--- config.mk ---
export PLATFORM = sky130hd
export DESIGN_NAME = mulpipe
export DESIGN_NICKNAME = d
export VERILOG_FILES = /design/src/rtl/mulpipe.sv
export SDC_FILE = /design/constraint.sdc
export NUM_CORES = 1
export LEC_CHECK = 0
export BUFFER_PORTS_ARGS = -buffer_cell sky130_fd_sc_hd__buf_2
export CORE_MARGIN = 1.5
export CORE_UTILIZATION = 50
export CTS_CLUSTER_DIAMETER = 150
export DETAILED_ROUTE_END_ITERATION = 10
export GPL_TIMING_DRIVEN = 0
export PLACE_DENSITY = 0.67
export RECOVER_POWER = 100
export SETUP_SLACK_MARGIN = 0.02
export SLEW_MARGIN = 10
export SYNTH_ARGS = -nofsm -noshare
export SYNTH_HDL_FRONTEND = slang
export SYNTH_SLANG_ARGS = --single-unit
--- constraint.sdc ---
create_clock -name clk -period 18.33 [get_ports clk]
set_input_delay 2.7495 -clock clk [delete_from_list [all_inputs] [get_ports clk]]
set_output_delay 2.7495 -clock clk [all_outputs]
set_load 0.02 [all_outputs]
--- src/rtl/mulpipe.sv ---
// rtl/mulpipe.sv - pipelined signed/unsigned multiply-accumulate unit
// Input register, STAGES product registers, then an output accumulator with sticky overflow.
module mulpipe #(
   parameter int DW     = 16,
   parameter int OW     = 32,
   parameter int STAGES = 2
) (
   input  logic          clk,
   input  logic          rst,
   input  logic          in_valid,
   input  logic [DW-1:0] a,
   input  logic [DW-1:0] b,
   input  logic          sgn,
   input  logic          acc,
   input  logic          clr,
   output logic          out_valid,
   output logic [OW-1:0] out,
   output logic          ovf
);

   logic [DW-1:0] a_r, b_r;
   logic          sgn_r, acc_r, v_r;

   always_ff @(posedge clk) begin
      if (rst) begin
         a_r   <= '0;
         b_r   <= '0;
         sgn_r <= 1'b0;
         acc_r <= 1'b0;
         v_r   <= 1'b0;
      end else begin
         a_r   <= a;
         b_r   <= b;
         sgn_r <= sgn;
         acc_r <= acc;
         v_r   <= in_valid;
      end
   end

   // Operands are extended straight to OW bits: the low OW bits of the
   // product only depend on the low OW bits of the extended operands.
   logic [OW-1:0] ae, be, prod_c;

   generate
      if (OW > DW) begin : g_ext
         assign ae = {{(OW-DW){sgn_r & a_r[DW-1]}}, a_r};
         assign be = {{(OW-DW){sgn_r & b_r[DW-1]}}, b_r};
      end else begin : g_trunc
         assign ae = a_r[OW-1:0];
         assign be = b_r[OW-1:0];
      end
   endgenerate

   assign prod_c = ae * be;

   logic [OW-1:0]     p_q [STAGES];
   logic [STAGES-1:0] s_q, c_q, v_q;

   always_ff @(posedge clk) begin
      if (rst) begin
         for (int i = 0; i < STAGES; i++) p_q[i] <= '0;
         s_q <= '0;
         c_q <= '0;
         v_q <= '0;
      end else begin
         p_q[0] <= prod_c;
         s_q[0] <= sgn_r;
         c_q[0] <= acc_r;
         v_q[0] <= v_r;
         for (int i = 1; i < STAGES; i++) begin
            p_q[i] <= p_q[i-1];
            s_q[i] <= s_q[i-1];
            c_q[i] <= c_q[i-1];
            v_q[i] <= v_q[i-1];
         end
      end
   end

   logic [OW-1:0] p_last;
   logic [OW:0]   sum;
   logic          ov_s, ov_u, ov_hit;

   assign p_last = p_q[STAGES-1];
   assign sum    = {1'b0, out} + {1'b0, p_last};
   assign ov_s   = (out[OW-1] == p_last[OW-1]) && (sum[OW-1] != out[OW-1]);
   assign ov_u   = sum[OW];
   assign ov_hit = s_q[STAGES-1] ? ov_s : ov_u;

   always_ff @(posedge clk) begin
      if (rst) begin
         out       <= '0;
         out_valid <= 1'b0;
         ovf       <= 1'b0;
      end else if (v_q[STAGES-1]) begin
         out_valid <= 1'b1;
         if (clr) begin
            // Cleared base: the product lands as-is, whatever acc says.
            out <= p_last;
            ovf <= 1'b0;
         end else if (c_q[STAGES-1]) begin
            out <= sum[OW-1:0];
            ovf <= ovf | ov_hit;
         end else begin
            out <= p_last;
         end
      end else begin
         out_valid <= 1'b0;
         if (clr) begin
            out <= '0;
            ovf <= 1'b0;
         end
      end
   end

endmodule

==> results of run 1 <==
layout by cell type (no fill, tap or decap), types with 3 or more instances in the layout:
cell          n
inv_1       319
fa_1        283
nand2_1     194
dfxtp_1     139
and2_1      123
ha_1        114
clkbuf_1     97
nor2b_1      83
nor2_1       70
a21oi_1      56
o21ai_0      48
xnor2_1      42
buf_2        35
a21o_1       28
xor2_1       22
clkbuf_16    17
and3_1       11
o21bai_1     11
nor3_1       11
a22oi_1      10
o21a_1        8
a211oi_1      7
or2_2         6
nor3b_1       6
nand3_1       5
nand2b_1      5
mux2i_1       5
a31oi_1       5
inv_6         5
nand4_1       4
o21ai_2       4
o31a_1        3
or3_1         3
a22o_1        3
inv_8         3
clkinvlp_4    3
where the power goes:
part | total (mW) | switching [mW] | internal (mW) | leakage (nW)
clock | 0.356 | 0.150 | 0.206 | 0.287
combinational | 0.442 | 0.257 | 0.186 | 7.04
sequential | 0.362 | 0.0234 | 0.339 | 1.14
sequential cells by signal, indices dropped and copies added, names as in the netlist:
register,flops
p_q,64
c_q,2
acc_r,1
v_q,2
ovf,1
v_r,1
s_q,2
sgn_r,1
out_valid,1
out,32
b_r,16
a_r,16
cells by family (layout without fill, tap and decap cells):
kind of cell | count (synthesis) | in the layout | share of synthesized area
AOI/OAI and AO/OA | 210 | 210 | 0.0879
xor gates and xnor gates | 64 | 64 | 0.0351
adders and majority gates | 397 | 397 | 0.444
buffers and inverters | 384 | 485 | 0.0903
DFF | 139 | 139 | 0.174
muxes | 5 | 5 | 0.00314
and+or+nand+nor | 527 | 527 | 0.165
worst register-to-register path, delay by kind of cell, from the launching register on:
kind                     cells  cell delay (ns)
AND/OR/NAND/NOR              3             0.73
AO/OA/AOI/OAI                8             2.15
flip-flops                   1             0.45
adder cells (fa/ha/maj)      7             3.23
buffers and inverters        4             0.69
XOR/XNOR                     1             0.31
worst max-delay path by stage:
stage,cells past startpoint,end,slack (ns)
after floorplan,25,p_q[0][30]$_SDFF_PP0_,12.12
after global placement,25,p_q[0][30]$_SDFF_PP0_,10.95
after detailed placement,24,p_q[0][30]$_SDFF_PP0_,10.82
after CTS,24,p_q[0][30]$_SDFF_PP0_,10.78
after global routing,24,p_q[0][30]$_SDFF_PP0_,10.37
final,23,p_q[0][30]$_SDFF_PP0_,10.64
stage by stage:
stage                      util  total power, mW  setup WS (ns)  hold slack [ns]  instance area [µm²]
after detailed placement  0.534            0.809          10.82            0.420                16800
after global routing      0.552             1.24          10.37            0.443                17400
after floorplan               -            0.693          12.12            0.414                16000
after global placement    0.534            0.797          10.95            0.419                16800
after CTS                 0.553             1.17          10.78            0.435                17400
final                     0.552             1.16          10.64            0.431                17400
routing by layer:
metal / wire length [µm] / up-vias / global-route usage
met1: 17100 / 5793 / 0.329
met5: 0 / - / 0
met4: 945 / 0 / 0.0653
li1: - / 5459 / -
met2: 18500 / 396 / 0.431
met3: 2680 / 62 / 0.0467
final cells by class:
cell class	instances	area, µm²	area share
clock buffer	17	425	0.0245
multi-input combinational	1203	11700	0.676
sequential	139	2780	0.160
clock inverter	15	178	0.0102
buffer	64	240	0.0138
inverter	320	1200	0.0692
timing repair buffer	69	303	0.0174
tap	402	503	0.0290
==> summary.txt, run 1 <==
HP Start - p_q[0][24]$_SDFF_PP0_
Ys Warns - 0
area fraction of the dominant cell type after synthesis - 0.355
synthesized area - 16000 µm²
HP Class - register to register
Post-route DRC - 0
total CTS buffers - 17
clock transition at the registers of the reported paths - 0.07 ns
top_reg_cell synth - dfxtp_1
commonest cells in the netlist - inv_1 (319), fa_1 (283), nand2_1 (194)
Core Area - 31500 µm²
Die W - 182 µm
Synth cell types - 60
Starting Density - 0.507
reg-to-reg endpoint - p_q[0][30]$_SDFF_PP0_
CTS H-tree lvls - 4
Max FO, Critical Path - 10
TritonCTS clock tree - built
post-route ant nets - 0
Fillers - 2876
antenna cells - 0
max_slew headroom - 0.161
crit end category - register
first-pass GRT wire length - 64.0 mm
min Tclk post-route - 7.69 ns
CTS hold repair buffers - 0
share of cells above drive strength 1 - 0.0465
WL final - 39.2 mm
routed vias - 11710
Max Cap Violations - 0
Setup CP Type - register to register
Syn Inst Count - 1726
largest net degree at the start of global routing - 17
Rows - 65
Final Instance Count excl. Fillers - 2229
worst vdd ir - 0.0000654 V
Final GP Congestion - 0.939
worst path cell trace - clkbuf_1, nand2_1, or2_2, fa_1, fa_1, inv_1, fa_1, fa_1, fa_1, inv_1, fa_1, inv_1, ha_1, a21o_1, a21o_1, a21oi_1, o22a_1, a31oi_1, a311o_1, o31ai_1, o21ai_0, xnor2_1, nor2_1
wire per inst - 17.6 µm
R2R depth - 23
Top Family by Delay on Critical Path - adder cells
final-report hold violation count - 0
HPWL after DPL - 32.4 mm
cell mode on critical path - fa_1
Skew-Pair Late Insertion Delay - 0.43 ns
Min-Delay Endpoint - p_q[0][56]$_SDFF_PP0_
syn avg cell area - 9.25 µm²
Hold Path Cell Cnt - 1
#FFs+latches synth - 139
Leak - 8.46 nW
CTS Root Buffer Type - clkbuf_16
drt first-iter violations - 643
Post-synth ARST share - 0
Synth area leaders - fa_1 (35%), dfxtp_1 (17%), ha_1 (8.9%)
Arr. time, crit path - 7.98 ns
RR Startpoint - sgn_r$_SDFF_PP0_
setup violators final - 0
Post-synth EDFFs - 0
Worst Skew - 0.0105 ns
Final TNS setup - 0 ns
Final Slew Violations - 0
pwr dens - 66.8 nW/µm²
post-synthesis sequential area ratio - 0.174
reg2reg setup slack - 10.64 ns
placed cells - 2197
Layout area overhead - 8.79%
Vias per Instance - 5.25
Bufs and invs on worst path - 4
slowest CP cell - clkbuf_1
Die Ht - 182 µm
Worst path max stage delay - 0.56 ns
Synth area leader - fa_1
Tightest Pin Transition - 1.25 ns
CP Launch Point - sgn_r$_SDFF_PP0_
initial antenna violation count - 0
most common cell in the netlist - inv_1
unrepaired setup endpoints after global routing - no
DIE AREA - 33000 µm²
status - complete, no violations
f_max - 130 MHz
startpoint types - register
# Post-CTS Setup Buffers - 0
port bufs - 69
syn nets - 2161
grt ovf - 0
Resized cells post-CTS - 0
CTS max path bufs - 2
vias in the first global route - 12370
IO Pins - 72
GRT Overall Usage - 0.252
Final #Nets - 2249
final worst path period share - 0.419
CP required - 18.62 ns
Sink Count - 139
DRT Pass-1 Iters - 7
(Power assumes the default switching activity.)
==> run 2, diff against run 1 <==
Settings changed: ABC_AREA from default to 1, PLACE_DENSITY 0.67 to 0.69.
Clock period 18.33 ns to 7 ns, I/O delays scaled along.
==> run 2 against run 1 <==
Effect of this change:
- largest cell class unchanged
- sequential cell count is the same
- via count grew 25%
- cell area grew 8.3%
- synthesized area grew 9.0%
- maximum frequency grew 15%
- clock-buffer cell count grew 2
- combinational power grew to 2.8 times the previous value
==> summary.txt, run 2 <==
Skew-Pair Late Insertion Delay - 0.46 ns (was 0.43 ns)
Starting Density - 0.506 (was 0.507)
drt first-iter violations - 965 (was 643)
commonest cells in the netlist - inv_1 (598), nand2_1 (523), fa_1 (283) (was inv_1 (319), fa_1 (283), nand2_1 (194))
share of cells above drive strength 1 - 0.0456 (was 0.0465)
initial antenna violation count - 0 (unchanged)
placed cells - 2837 (was 2197)
HPWL after DPL - 40.6 mm (was 32.4 mm)
syn avg cell area - 7.52 µm² (was 9.25 µm²)
Synth cell types - 52 (was 60)
port bufs - 70 (was 69)
Int Power - 1.83 mW (was 0.730 mW)
most frequent cells in the layout - inv_1 (598), nand2_1 (526), fa_1 (283) (was inv_1 (319), fa_1 (283), nand2_1 (194))
CTS Root Buffer Type - clkbuf_16 (unchanged)
Sink Count - 139 (unchanged)
top_reg_cell synth - dfxtp_1 (unchanged)
first-pass GRT wire length - 79.2 mm (was 64.0 mm)
Final GP Congestion - 0.968 (was 0.939)
Post-route DRC - 0 (unchanged)
wire per inst - 17.0 µm (was 17.6 µm)
Final #Nets - 2835 (was 2249)
DIE AREA - 35900 µm² (was 33000 µm²)
Clk network pwr share - 0.293 (was 0.307)
startpoint types - register (unchanged)
final-report hold violation count - 0 (unchanged)
Worst Skew - 0.0103 ns (was 0.0105 ns)
min Tclk post-route - 6.70 ns (was 7.69 ns)
setup violators final - 0 (unchanged)
Max FO, Critical Path - 10 (unchanged)
Die W - 190 µm (was 182 µm)
Syn Inst Count - 2312 (was 1726)
IO Pins - 72 (unchanged)
#FFs+latches synth - 139 (unchanged)
crit end category - register (unchanged)
max_slew headroom - 0.305 (was 0.161)
Core Area - 34400 µm² (was 31500 µm²)
switching share of power - 0.408 (was 0.371)
hold slack - 0.398 ns (was 0.431 ns)
CTS hold repair buffers - 0 (unchanged)
NetSw - 1.26 mW (was 0.430 mW)
grt ovf - 0 (unchanged)
Combinational Power Share - 0.406 (was 0.381)
reg-to-reg endpoint - p_q[0][27]$_SDFF_PP0_ (was p_q[0][30]$_SDFF_PP0_)
HP Start - p_q[0][30]$_SDFF_PP0_ (was p_q[0][24]$_SDFF_PP0_)
area fraction of the dominant cell type after synthesis - 0.326 (was 0.355)
Die Ht - 190 µm (was 182 µm)
max reg flops - 64 (unchanged)
Hold Path Cell Cnt - 2 (was 1)
post-route ant nets - 0 (unchanged)
Min-Delay Endpoint - p_q[0][62]$_SDFF_PP0_ (was p_q[0][56]$_SDFF_PP0_)
syn nets - 2747 (was 2161)
CTS max path bufs - 2 (unchanged)
Tightest Pin Transition - 1.04 ns (was 1.25 ns)
CTS H-tree lvls - 4 (unchanged)
total CTS buffers - 17 (unchanged)
HP Class - register to register (unchanged)
CP required - 7.39 ns (was 18.62 ns)
Leak - 10.3 nW (was 8.46 nW)
antenna cells - 0 (unchanged)
DRT Pass-1 Iters - 7 (unchanged)
Max Cap Violations - 0 (unchanged)
sequential share of power - 0.301 (was 0.312)
unrepaired setup endpoints after global routing - no (unchanged)
Ys Warns - 0 (unchanged)
total power - 3.09 mW (was 1.16 mW)
Final TNS setup - 0 ns (unchanged)
Final Instance Count excl. Fillers - 2868 (was 2229)
commonest non-fill, non-tap cell in the layout - inv_1 (unchanged)
TritonCTS clock tree - built (unchanged)
Rows - 68 (was 65)
WL final - 48.7 mm (was 39.2 mm)
Post-synth ARST share - 0 (unchanged)
Biggest register - p_q (unchanged)
Layout area overhead - 8.07% (was 8.79%)
GRT Overall Usage - 0.290 (was 0.252)
f_max - 149 MHz (was 130 MHz)
Vias per Instance - 5.10 (was 5.25)
pwr dens - 164 nW/µm² (was 66.8 nW/µm²)
RR Startpoint - b_r[5]$_SDFF_PP0_ (was sgn_r$_SDFF_PP0_)
Final Slew Violations - 0 (unchanged)
Synth area leader - fa_1 (unchanged)
largest net degree at the start of global routing - 17 (unchanged)
synthesized area - 17400 µm² (was 16000 µm²)
Synth area leaders - fa_1 (33%), dfxtp_1 (16%), inv_1 (13%) (was fa_1 (35%), dfxtp_1 (17%), ha_1 (8.9%))
placed inst area - 18300 µm² (was 16800 µm²)
worst vdd ir - 0.000230 V (was 0.0000654 V)
routed vias - 14635 (was 11710)
fin area - 18800 µm² (was 17400 µm²)
post-synthesis sequential area ratio - 0.160 (was 0.174)
vias in the first global route - 15281 (was 12370)
clock transition at the registers of the reported paths - 0.07 ns (about the same)
Setup CP Type - register to register (unchanged)
Arr. time, crit path - 7.09 ns (was 7.98 ns)
reg2reg setup slack - 0.30 ns (was 10.64 ns)
status - complete, no violations (unchanged)
Largest regs - p_q: 64 flops, out: 32 flops (unchanged)
final worst path period share - 0.957 (was 0.419)
R2R depth - 26 (was 23)
Post-synth EDFFs - 0 (unchanged)
most common cell in the netlist - inv_1 (unchanged)
run 2: metal layers:
layer / share of wire / GRT usage
met5: 0 / 0
met4: 0.036 / 0.115
met3: 0.063 / 0.0461
met2: 0.48 / 0.490
met1: 0.42 / 0.372
run 2: worst max path at each step:
stage                                       end  slack, ns          startpoint
final                     p_q[0][27]$_SDFF_PP0_       0.30   b_r[5]$_SDFF_PP0_
after floorplan           p_q[0][28]$_SDFF_PP0_       1.50  a_r[15]$_SDFF_PP0_
after detailed placement  p_q[0][27]$_SDFF_PP0_       0.35   b_r[3]$_SDFF_PP0_
after global placement    p_q[0][27]$_SDFF_PP0_       0.31   b_r[3]$_SDFF_PP0_
after CTS                 p_q[0][27]$_SDFF_PP0_       0.33   b_r[3]$_SDFF_PP0_
after global routing      p_q[0][27]$_SDFF_PP0_       0.01   b_r[5]$_SDFF_PP0_
run 2: area by class of cell:
type                       instances  area, µm²
timing repair buffer              70        307
clock buffer                      19        443
clock inverter                    13        133
multi-input combinational       1477      12000
buffer                            90        342
fill                            3332      15600
inverter                         605       2270
sequential                       139       2780
tap                              455        569
run 2: timing repair:
action                                  in CTS  in global routing
setup buffers                                0                  0
endpoints found under the hold margin        0                  0
resized for setup                            0                  2
endpoints found under the setup margin       0                  1
run 2: cell families after synthesis:
logic type / count (synthesis) / synth area share
simple gates: 832 / 0.193
compound gates: 225 / 0.0774
buf+inv: 696 / 0.151
fa+ha+maj: 397 / 0.408
flops: 139 / 0.160
xor+xnor: 23 / 0.0116
run 2: power by group through the flow:
stage | Sequential (mW) | Combinational, mW | Clock [mW]
finish | 0.928 | 1.25 | 0.905
global route | 0.936 | 1.44 | 0.956
CTS | 0.926 | 1.27 | 0.919
detailed placement | 0.944 | 1.26 | 0
global placement | 0.943 | 1.23 | 0
floorplan | 0.929 | 0.922 | 0
run 2: worst max-delay path: stages, from the launching register on:
cell      delay, ns
dfxtp_1        0.31
clkbuf_1       0.44
clkbuf_1       0.56
nand2_1        0.18
fa_1           0.57
inv_1          0.05
fa_1           0.48
inv_1          0.05
fa_1           0.50
inv_1          0.05
fa_1           0.53
fa_1           0.50
inv_1          0.05
fa_1           0.47
inv_1          0.04
ha_1           0.36
a21oi_1        0.26
o21ai_1        0.11
a21oi_1        0.32
nand3_1        0.27
nand2_1        0.12
nand2_1        0.09
nand2_1        0.07
nand2_1        0.06
nand2_1        0.06
nand2_1        0.05
nor2_1         0.11
run 2: metrics by stage:
step,utilization,setup slack (ns)
after detailed placement,0.533,0.351
after floorplan,-,1.50
final,0.547,0.300
after global routing,0.547,0.0121
after global placement,0.533,0.312
after CTS,0.550,0.326
